--- src/rtl/mc_ctrl.sv ---
// mc_ctrl: multi-cycle MIPS control FSM.
// Sequences fetch (IF), decode (ID), execute (EX), memory (MEM) and
// write-back (WB). Memory uses a req/ack handshake with a bounded wait.
// A timeout sets the sticky bus_err flag. An unknown instruction sets the
// sticky illegal flag. Either one parks the FSM in HALT until reset.
//
// Optional feature (macro MC_CTRL_PERF_EN): adds the instr_cnt and
// stall_cnt performance counters.
//
// Ports:
//   clk, reset (async, active low)
//   opcode, funct        IR decode fields
//   zero                 ALU equal flag (used in EX by beq)
//   mem_ack              memory completes the current request
//   pc_we, pc_src        PC load enable / next-PC select
//   ir_we                IR load
//   mem_req, mem_we, mem_ifetch   memory request qualifiers
//   reg_we, reg_dst, wd_src       register-file write controls
//   alu_op, alu_src_imm, ext_sign ALU controls
//   bus_err, illegal     sticky error flags
//   state                current FSM state (debug)
//   instr_cnt, stall_cnt performance counters (MC_CTRL_PERF_EN only)
module mc_ctrl #(
    parameter int MEM_WAIT_MAX = 15,
    parameter int CNT_W        = 4
) (
    input  logic       clk,
    input  logic       reset,
    input  logic [5:0] opcode,
    input  logic [5:0] funct,
    input  logic       zero,
    input  logic       mem_ack,
    output logic       pc_we,
    output logic [1:0] pc_src,
    output logic       ir_we,
    output logic       mem_req,
    output logic       mem_we,
    output logic       mem_ifetch,
    output logic       reg_we,
    output logic [1:0] reg_dst,
    output logic [1:0] wd_src,
    output logic [2:0] alu_op,
    output logic       alu_src_imm,
    output logic       ext_sign,
    output logic       bus_err,
    output logic       illegal,
    output logic [2:0] state
`ifdef MC_CTRL_PERF_EN
    ,
    output logic [31:0] instr_cnt,
    output logic [31:0] stall_cnt
`endif
);
    typedef enum logic [2:0] {
        S_IF = 3'd0, S_ID = 3'd1, S_EX = 3'd2, S_MEM = 3'd3, S_WB = 3'd4, S_HALT = 3'd7
    } state_t;

    localparam logic [5:0] OP_R = 6'h00, OP_ORI = 6'h0D, OP_LUI = 6'h0F, OP_LW = 6'h23;
    localparam logic [5:0] OP_SW = 6'h2B, OP_BEQ = 6'h04, OP_J = 6'h02, OP_JAL = 6'h03;
    localparam logic [5:0] FN_ADDU = 6'h21, FN_SUBU = 6'h23, FN_JR = 6'h08;

    state_t           st;
    logic [CNT_W-1:0] cnt;

    logic is_addu, is_subu, is_jr, is_rtype, is_ori, is_lui, is_lw, is_sw;
    logic is_beq, is_j, is_jal, is_jump, is_legal;

    always_comb begin
        is_addu  = (opcode == OP_R) && (funct == FN_ADDU);
        is_subu  = (opcode == OP_R) && (funct == FN_SUBU);
        is_jr    = (opcode == OP_R) && (funct == FN_JR);
        is_rtype = is_addu | is_subu;   // jr finishes in ID, so only these reach EX/WB
        is_ori   = (opcode == OP_ORI);
        is_lui   = (opcode == OP_LUI);
        is_lw    = (opcode == OP_LW);
        is_sw    = (opcode == OP_SW);
        is_beq   = (opcode == OP_BEQ);
        is_j     = (opcode == OP_J);
        is_jal   = (opcode == OP_JAL);
        is_jump  = is_j | is_jal | is_jr;
        is_legal = is_rtype | is_jump | is_ori | is_lui | is_lw | is_sw | is_beq;
    end

    // Datapath enables are decoded from the current state. They are forced
    // low while reset is asserted, so nothing writes during an abort.
    always_comb begin
        pc_we = 1'b0; pc_src = 2'd0; ir_we = 1'b0; mem_req = 1'b0; mem_we = 1'b0;
        mem_ifetch = 1'b0; reg_we = 1'b0; reg_dst = 2'd0; wd_src = 2'd0;
        alu_op = 3'd0; alu_src_imm = 1'b0; ext_sign = 1'b0;
        case (st)
            S_IF: begin
                mem_req    = 1'b1;
                mem_ifetch = 1'b1;
                ir_we      = mem_ack;
                pc_we      = mem_ack;
            end
            S_ID: begin
                if (is_j || is_jal) begin
                    pc_we = 1'b1; pc_src = 2'd2;
                end
                if (is_jal) begin
                    reg_we = 1'b1; reg_dst = 2'd2; wd_src = 2'd2;
                end
                if (is_jr) begin
                    pc_we = 1'b1; pc_src = 2'd3;
                end
            end
            S_EX: begin
                if (is_subu) alu_op = 3'd1;
                if (is_ori) begin
                    alu_op = 3'd2; alu_src_imm = 1'b1;
                end
                if (is_lui) begin
                    alu_op = 3'd3; alu_src_imm = 1'b1;
                end
                if (is_lw || is_sw) begin
                    alu_src_imm = 1'b1; ext_sign = 1'b1;
                end
                if (is_beq) begin
                    alu_op = 3'd1; pc_we = zero; pc_src = 2'd1;
                end
            end
            S_MEM: begin
                mem_req = 1'b1;
                mem_we  = is_sw;
            end
            S_WB: begin
                reg_we  = 1'b1;
                reg_dst = is_rtype ? 2'd1 : 2'd0;
                wd_src  = is_lw ? 2'd1 : 2'd0;
            end
            default: ;
        endcase
        if (!reset) begin
            pc_we = 1'b0; pc_src = 2'd0; ir_we = 1'b0; mem_req = 1'b0; mem_we = 1'b0;
            mem_ifetch = 1'b0; reg_we = 1'b0; reg_dst = 2'd0; wd_src = 2'd0;
            alu_op = 3'd0; alu_src_imm = 1'b0; ext_sign = 1'b0;
        end
    end

    always_ff @(posedge clk or negedge reset) begin
        if (!reset) begin
            st      <= S_IF;
            cnt     <= '0;
            bus_err <= 1'b0;
            illegal <= 1'b0;
        end else begin
            case (st)
                S_IF, S_MEM: begin
                    // An ack in the limit cycle completes normally.
                    if (mem_ack) begin
                        cnt <= '0;
                        if (st == S_IF)  st <= S_ID;
                        else if (is_sw)  st <= S_IF;
                        else             st <= S_WB;
                    end else if (cnt == CNT_W'(MEM_WAIT_MAX)) begin
                        cnt     <= '0;
                        bus_err <= 1'b1;
                        st      <= S_HALT;
                    end else begin
                        cnt <= cnt + 1'b1;
                    end
                end
                S_ID: begin
                    if (is_jump)        st <= S_IF;
                    else if (!is_legal) begin
                        illegal <= 1'b1;
                        st      <= S_HALT;
                    end else            st <= S_EX;
                end
                S_EX: begin
                    if (is_beq)              st <= S_IF;
                    else if (is_lw || is_sw) st <= S_MEM;
                    else                     st <= S_WB;
                end
                S_WB:    st <= S_IF;
                default: st <= S_HALT;
            endcase
        end
    end

    assign state = st;

`ifdef MC_CTRL_PERF_EN
    // An instruction retires on any transition into IF from a later state.
    logic retire;
    always_comb retire = (st == S_ID && is_jump) || (st == S_EX && is_beq) ||
                         (st == S_MEM && mem_ack && is_sw) || (st == S_WB);

    always_ff @(posedge clk or negedge reset) begin
        if (!reset) begin
            instr_cnt <= '0;
            stall_cnt <= '0;
        end else begin
            if (retire)              instr_cnt <= instr_cnt + 32'd1;
            if (mem_req && !mem_ack) stall_cnt <= stall_cnt + 32'd1;
        end
    end
`endif
endmodule

--- config.mk ---
export PLATFORM = sky130hd
export DESIGN_NAME = mc_ctrl
export DESIGN_NICKNAME = d
export VERILOG_FILES = /design/src/rtl/mc_ctrl.sv
export SDC_FILE = /design/constraint.sdc
export NUM_CORES = 1
export LEC_CHECK = 0
export CAP_MARGIN = 10
export CELL_PAD_IN_SITES_DETAIL_PLACEMENT = 2
export CELL_PAD_IN_SITES_GLOBAL_PLACEMENT = 2
export CORE_MARGIN = 4
export CORE_UTILIZATION = 22
export DETAILED_ROUTE_END_ITERATION = 10
export GPL_TIMING_DRIVEN = 0
export PLACE_DENSITY_LB_ADDON = 0.1
export SYNTH_ARGS = -nofsm -noshare
export SYNTH_HDL_FRONTEND = slang
export SYNTH_SLANG_ARGS = --single-unit
--- constraint.sdc ---
create_clock -name clk -period 2 [get_ports clk]
set_input_delay 0.4 -clock clk [delete_from_list [all_inputs] [get_ports clk]]
set_output_delay 0.4 -clock clk [all_outputs]
set_load 0.01 [all_outputs]
# Word level (Yosys, flattened, before mapping)
# Index checks and enable logic that the tools add are counted.
# totals
ff_bits	9
out_inout_bits	22
wordCells	96
# op_classes
add_sub_neg	1
eq_ne	16
mux	53
bitwise_logic	12
n_reduce_logical	10
# ops
op	count
$mux 3	13
$mux 1	26
$eq 6x6->1 const B	4
$eq 6x4->1 const B	3
$eq 6x2->1 const B	2
$mux 2	6
$pmux 2 s2	3
$pmux 3 s4	1
$or 1x1->1	9
$mux 4	2
$eq 3x2->1 const B	2
$eq 6x3->1 const B	1
$logic_not 6->1	1
$reduce_and 3->1	2
$add 4x1->4 const B	1
$eq 4x4->1 const B	1
$eq 3x1->1 const B	1
$eq 3x3->1 const B	1
$logic_and 1x1->1	3
$logic_not 3->1	1
$ne 3x1->1 const B	1
$not 1->1	3
$pmux 1 s3	1
$logic_or 1x1->1	2
2 further kinds	2

# Depth between registers and ports, before layout
# Gate-level depths: netlist of the first run.
# logic_depth
depth_word	12
ltp_mapped	5
mapped_depth_nobuf	5

# Least setup slack after synthesis of the first run
# Ideal clock, no wire load.
# synth_path
path_kind	input to output
start	in opcode[3]
end	out alu_op[0]
t_arrival_ps	1591
t_required_ps	1600
slack_ps	9
cell_stages	5
n_path_buf	1
path_cell_list	buf_6 -> or4_4 -> nor3b_4 -> nand3_1 -> a21oi_1
# synth_between
elab_chain_cells	8
# synth_lines
item	line	text
start: declaration	29	input logic [5:0] opcode,
$logic_not 6->1	70	is_subu = (opcode == OP_R) && (funct == FN_SUBU);
$logic_and 1x1->1	70	
$mux 1	109	if (is_subu) alu_op = 3'd1;
$mux 3	110	if (is_ori) begin
$mux 3	113	if (is_lui) begin
$mux 3 (*)	119	if (is_beq) begin
$mux 3 (*)	90	case (st)
$mux 3 (*)	134	if (!reset) begin
end: declaration	42	output logic [2:0] alu_op,
# Mark *: on every way between the ends. The rest lies on a longest branch, timed or not.

# Worst setup path in the final report of the first run
# layout_path
start	in opcode[4]
end	out reg_dst[0]
# layout_between
elab_chain_cells	6
# layout_lines
item	line	text
$logic_not 6->1 (*)	69, 70	
$logic_and 1x1->1, on equally long branches	69, 70	
$or 1x1->1 (*)	72	is_rtype = is_addu | is_subu;
$mux 1 (*)	129	reg_dst = is_rtype ? 2'd1 : 2'd0;
$pmux 2 s2 (*)	90	
$mux 2 (*)	134	
end: declaration	40	output logic [1:0] reg_dst,
# Marks and branches as above.

==> reports/metrics.csv, run 1 <==
stage,metric,value,unit
placement,hpwl dp,2.755,mm
setup_path,r2r setup slk,150,ps
setup_path,critical path peak fanout,3,
cells_and_area,# fillers,462,
grt,largest net degree at the start of global routing,12,
timing,RSZ-0062 raised after global routing,true,
pwr,Leak,0.6865,nW
clock_tree,CTS tree,yes,
cells_and_area,Multi-input gate area,742.0,um2
drt,Final ANT Viol Nets,0,
setup_path,crit path max-delay cell type,or4_4,
timing,Clock Skew,0.8350,ps
synth,register area share after synthesis,24.46,%
timing,worst setup margin,-112.5,ps
synth,Yosys top cell area share,24.46,%
placement,pre-CTS WS,-1129,ps
drt,Vias,1156,
timing,final setup violation count,7,
cells_and_area,Layout Cells excl Fill,230,
placement,placed cells,206,
pwr,Total Power,0.9570,mW
synth,"top cells by count, synth","nand2_1 (13), nor3_1 (10), dfrtp_1 (9)",
floorplanning,Cell Rows,23,
clock_tree,Worst-Skew Late Latency,230,ps
synth,Main synth FF type,dfrtp_1,
synth,cell count after synthesis,122,
timing,Setup TNS Final,-592.6,ps
clock_tree,"Reg clk slew, reported paths",40,ps
floorplanning,Initial Util,22.86,%
placement,GP Congestion,0.7370,
synth,adder-cell share of the synthesized area,1.359,%
timing,WHS,487.6,ps
grt,GRT Residual Overflow,0,
clock_tree,clock buffer depth,2,
synth,Yosys warning count,0,
setup_path,"Data required, critical path",1600,ps
synth,synthesized area per cell,7.548,um2
floorplanning,die width,72.70,um
cells_and_area,P&R area growth vs syn,74.86,%
synth,Post-synth EDFFs,0,
grt,first-pass GRT wire length,6.527,mm
run,max-cap violations,0,
hold_path,Worst Hold Path EP,illegal$_DFFE_PN0P_,
synth,Netlist Area Pre-Place,920.9,um2
grt,M2 GR Usage,25.65,%
floorplanning,Core Footprint,4029,um2
timing,Final Cycle Share,105.6,%
drt,DRC errors left,0,
setup_path,Crit path buffers/inverters,3,
floorplanning,Die H,72.70,um
synth,Netlist cell types,46,
cells_and_area,diode count,0,
synth,mux cell area share after synthesis,1.087,%
drt,DR vias/cell,5.026,
synth,largest area contributor in the netlist,dfrtp_1,
clock_tree,H-tree levels,1,
grt,GR Layer Usage met3,2.204,%
timing,Fin. Hold Viols,0,
hold_path,HP Start,illegal$_DFFE_PN0P_,
setup_path,Setup crit end kind,output port,
placement,IO buf count,34,
setup_path,Reg2Reg Launch Point,state[1]$_DFFE_PN0P_,
grt,All-Layer GR Usage,15.83,%
timing,clock period minus worst slack,2112,ps
floorplanning,I/O pin count,38,
cells_and_area,layout cell share with drive strength beyond 1,40.00,%
setup_path,CP top delay family,simple AND/OR/NAND/NOR gates,
grt,GRT busiest layer,met2,
timing,Max Clk Rate,473.4,MHz
drt,DR iter-0 viols,43,
setup_path,"critical path, cell by cell","buf_12, or4_4, nor3b_4, buf_4, nand2_2, nor2_1, buf_2",
hold_path,WHS Path Cells,1,
clock_tree,CTS buffer count,3,
pwr,Peak supply drop,0.0003107,V
pwr,Pwr Density,594.3,nW/um2
synth,most common cell in the netlist,nand2_1,
outcome,failing checks,setup timing,
cells_and_area,Final #Nets,198,
grt,GR Util met1,22.15,%
drt,Pre-antenna DRT Iters,4,
hold_path,Hold/Removal Path Class,reg -> reg,
cells_and_area,Finished Core Util,39.97,%
cells_and_area,Register Area,227.7,um2
grt,vias in the first global route,1239,
drt,total detailed-routing wirelength,4.109,mm
synth,Yosys reg bits,9,
drt,per-cell routed wire length,17.87,um
synth,Synth Area in Compound Gates,18.61,%
setup_path,CP startpoint kind,input pin,
setup_path,crit path kind,in -> out,
setup_path,reg2reg end,state[2]$_DFFE_PN0P_,
cells_and_area,final instance area,1610,um2
clock_tree,CTS sink cnt,9,
setup_path,worst r2r path cells,7,
synth,syn_nets,139,
grt,initial antenna violation count,0,
synth,largest family of logic cells by synthesized area,simple AND/OR/NAND/NOR gates,
synth,Simple-Gate Fraction of Synth Area,46.33,%
setup_path,CP Data Arrival Time,1710,ps
synth,Post-Synth XOR/XNOR Area,1.902,%
floorplanning,die area,5285,um2
outcome,status,finished with violations,
clock_tree,CTS Root Cell,clkbuf_8,
placement,placed cell area,1324,um2
setup_path,Worst path max stage delay,560,ps
timing,Final Slew Violations,0,
synth,synth top area cells,"dfrtp_1 (24%), nor2b_1 (5.4%), nor3_1 (5.4%)",
synth,ys async rst share,100.0,%
-- worst max-delay path by stage --
stage / start / to / slack (ps) / cells after the start
after floorplan: opcode[3] / alu_op[0] / 9 / 5
after global placement: reset / reg_we / -1080 / 6
after detailed placement: reset / reg_we / -1130 / 6
after CTS: opcode[3] / alu_op[0] / -130 / 6
after global routing: opcode[4] / reg_dst[0] / -190 / 7
final: opcode[4] / reg_dst[0] / -110 / 7
-- repair_timing --
item                                    CTS  global route
hold buffers                              1             0
endpoints found under the setup margin   16            10
hold endpoints to repair                  9             0
resized for setup                       106            16
pin swaps                                13            10
setup buffers                            10            10
-- cell type report --
class	instances	area share, %
well taps	50	3.885
plain buffers	8	5.128
inverters	1	0.2331
clock buffers	4	2.797
repair buffers	55	27.74
flip-flops and latches	9	14.14
multi-input cells	103	46.08
-- kinds of logic after synthesis --
family                     Yosys count
AOI/OAI and AO/OA                   26
xor gates and xnor gates             2
adders and majority gates            1
buffers and inverters               10
DFF                                  9
muxes                                1
other                                1
and+or+nand+nor                     72
-- sequential cells by signal (all words and copies together) (netlist names) --
signal	cells
cnt	4
state	3
illegal	1
bus_err	1
-- layout by cell type (no fill, tap or decap), drive strengths merged, types with 2 or more instances in the layout --
cell / count
buf: 38
nand2: 13
nor3: 11
dlygate4sd2: 10
o21ai: 10
dfrtp: 9
clkbuf: 9
nor2b: 8
nor2: 8
nand2b: 7
nand3: 7
clkdlybuf4s50: 6
a21oi: 6
o221ai: 3
nor3b: 3
and3b: 2
nand3b: 2
and3: 2
clkdlybuf4s15: 2
-- per-layer routing --
metal / up-vias / routed length, um
met4: 0 / 48
met2: 27 / 2130
met3: 6 / 123
met1: 569 / 1806
met5: - / 0
li1: 554 / -
-- report_power, final --
part / total (mW) / switching [mW] / internal [mW]
clock: 0.214 / 0.0749 / 0.139
sequential: 0.299 / 0.0643 / 0.235
combinational: 0.444 / 0.223 / 0.221
total: 0.957 / 0.363 / 0.594
Power figures use the tool's default switching activity.
==> run 2: changes to the inputs <==
- CELL_PAD_IN_SITES_DETAIL_PLACEMENT: 2 -> unset
- CELL_PAD_IN_SITES_GLOBAL_PLACEMENT: 2 -> unset
- CORE_UTILIZATION: 22 -> 42
- PLACE_DENSITY: unset -> 0.79
- PLACE_DENSITY_LB_ADDON: 0.1 -> unset
- SLEW_MARGIN: unset -> 10
==> reports/metrics.csv, run 2 (synthesis gave the netlist of run 1 again) <==
stage,metric,value,unit
clock_tree,CTS Root Cell,clkbuf_4,
cells_and_area,# fillers,154,
timing,Max Clk Rate,464.8,MHz
clock_tree,clock buffer depth,2,
setup_path,CP Data Arrival Time,1750,ps
timing,worst setup margin,-151.6,ps
placement,hpwl dp,2.084,mm
floorplanning,Core Footprint,2022,um2
grt,largest net degree at the start of global routing,12,
floorplanning,Initial Util,45.54,%
placement,placed cell area,1295,um2
floorplanning,die area,3006,um2
floorplanning,Cell Rows,16,
cells_and_area,P&R area growth vs syn,63.86,%
setup_path,crit path kind,in -> out,
hold_path,Hold/Removal Path Class,reg -> reg,
drt,Vias,1138,
setup_path,CP startpoint kind,input pin,
clock_tree,H-tree levels,1,
clock_tree,"Reg clk slew, reported paths",50,ps
outcome,status,finished with violations,
timing,Setup TNS Final,-581.2,ps
pwr,Peak supply drop,0.0006108,V
cells_and_area,layout cell share with drive strength beyond 1,42.05,%
clock_tree,CTS sink cnt,9,
grt,All-Layer GR Usage,22.13,%
cells_and_area,"commonest non-fill, non-tap cells in the layout","buf_4 (18), nand2_1 (12), buf_2 (9)",
setup_path,Setup crit end kind,output port,
setup_path,r2r setup slk,230,ps
pwr,Pwr Density,562.6,nW/um2
clock_tree,CTS buffer count,3,
pwr,Leak,0.6506,nW
floorplanning,Die H,54.83,um
drt,DR iter-0 viols,26,
drt,per-cell routed wire length,15.46,um
drt,total detailed-routing wirelength,3.138,mm
drt,Pre-antenna DRT Iters,4,
setup_path,"Data required, critical path",1600,ps
cells_and_area,largest register by flop count,cnt,
floorplanning,I/O pin count,38,
timing,Final Cycle Share,107.6,%
cells_and_area,Finished Core Util,74.63,%
outcome,failing checks,setup timing,
clock_tree,CTS tree,yes,
timing,WHS,461.7,ps
cells_and_area,Layout Cells excl Fill,203,
placement,placed cells,183,
clock_tree,Worst-Skew Late Latency,260,ps
grt,initial antenna violation count,0,
cells_and_area,max FFs per register,4,
timing,Fin. Hold Viols,0,
placement,IO buf count,34,
setup_path,critical path peak fanout,4,
cells_and_area,diode count,0,
cells_and_area,Final #Nets,194,
drt,DRC errors left,0,
timing,Final Slew Violations,0,
placement,GP Congestion,0.8447,
grt,first-pass GRT wire length,4.788,mm
grt,vias in the first global route,1065,
timing,Clock Skew,7.235,ps
grt,GRT Residual Overflow,0,
timing,clock period minus worst slack,2152,ps
cells_and_area,final instance area,1509,um2
timing,RSZ-0062 raised after global routing,true,
timing,final setup violation count,6,
drt,Final ANT Viol Nets,0,
drt,DR vias/cell,5.606,
floorplanning,die width,54.83,um
cells_and_area,"commonest non-fill, non-tap cell in the layout",buf_4,
run,max-cap violations,0,
==> run 2: cell types whose count changed in the layout (fill, tap and decap cells not counted), sizes merged <==
cell / delta
dlymetal6s2s: -1
dlygate4sd2: -5
clkbuf: +7
buf: -5
==> run 2: timing repair <==
action,4_1_cts,5_1_grt
gates resized for setup,105,28
setup buffers,14,3
endpoints found under the setup margin,16,11
pin swaps,13,8
hold buffers,1,0
endpoints found under the hold margin,9,0
==> run 2: path summary, 6_finish.rpt <==
path,endpoint,start,cells past startpoint
setup / recovery,pc_src[0],opcode[2],7
hold / removal,illegal$_DFFE_PN0P_,illegal$_DFFE_PN0P_,1
setup reg to reg,state[2]$_DFFE_PN0P_,state[0]$_DFFE_PN0P_,6
hold reg to reg,illegal$_DFFE_PN0P_,illegal$_DFFE_PN0P_,1
max in group asynchronous,state[2]$_DFFE_PN0P_,reset,2
min in group asynchronous,cnt[0]$_DFFE_PN0N_,reset,2
==> run 2: cell type report <==
type | count | area (um2) | area share [%]
clock buffers | 4 | 26.28 | 1.741
well taps | 27 | 33.78 | 2.239
inverters | 1 | 3.754 | 0.2488
plain buffers | 8 | 81.33 | 5.390
flip-flops and latches | 9 | 226.5 | 15.01
multi-input cells | 103 | 745.7 | 49.42
repair buffers | 51 | 391.6 | 25.95
==> run 2: through the flow <==
stage	setup WS, ps	power, mW
2_1_floorplan	8.506	0.5099
3_3_place_gp	-954.2	0.6354
3_5_place_dp	-966.9	0.6490
4_1_cts	-178.9	0.8416
5_1_grt	-195.2	0.9221
6_report	-151.6	0.8490
==> run 2: per-layer routing <==
layer | vias up | GRT usage [%] | part of all wire [%]
met3 | 6 | 2.725 | 7.5
met2 | 55 | 37.80 | 51
met4 | 0 | 9.959 | 1.3
li1 | 546 | - | -
met5 | - | 0 | 0
met1 | 531 | 27.35 | 40
==> run 2: worst max-delay path: stages <==
cell	delay (ps)
buf_8	100
or4_4	560
nor3b_4	220
buf_6	130
nand3_2	70
a21oi_2	120
buf_2	140
==> run 2: where the power goes <==
part | leakage [nW] | internal (mW) | total [mW] | switching [mW]
Sequential | 0.0938 | 0.233 | 0.290 | 0.0569
Combinational | 0.542 | 0.216 | 0.421 | 0.206
Clock | 0.0150 | 0.0767 | 0.137 | 0.0606
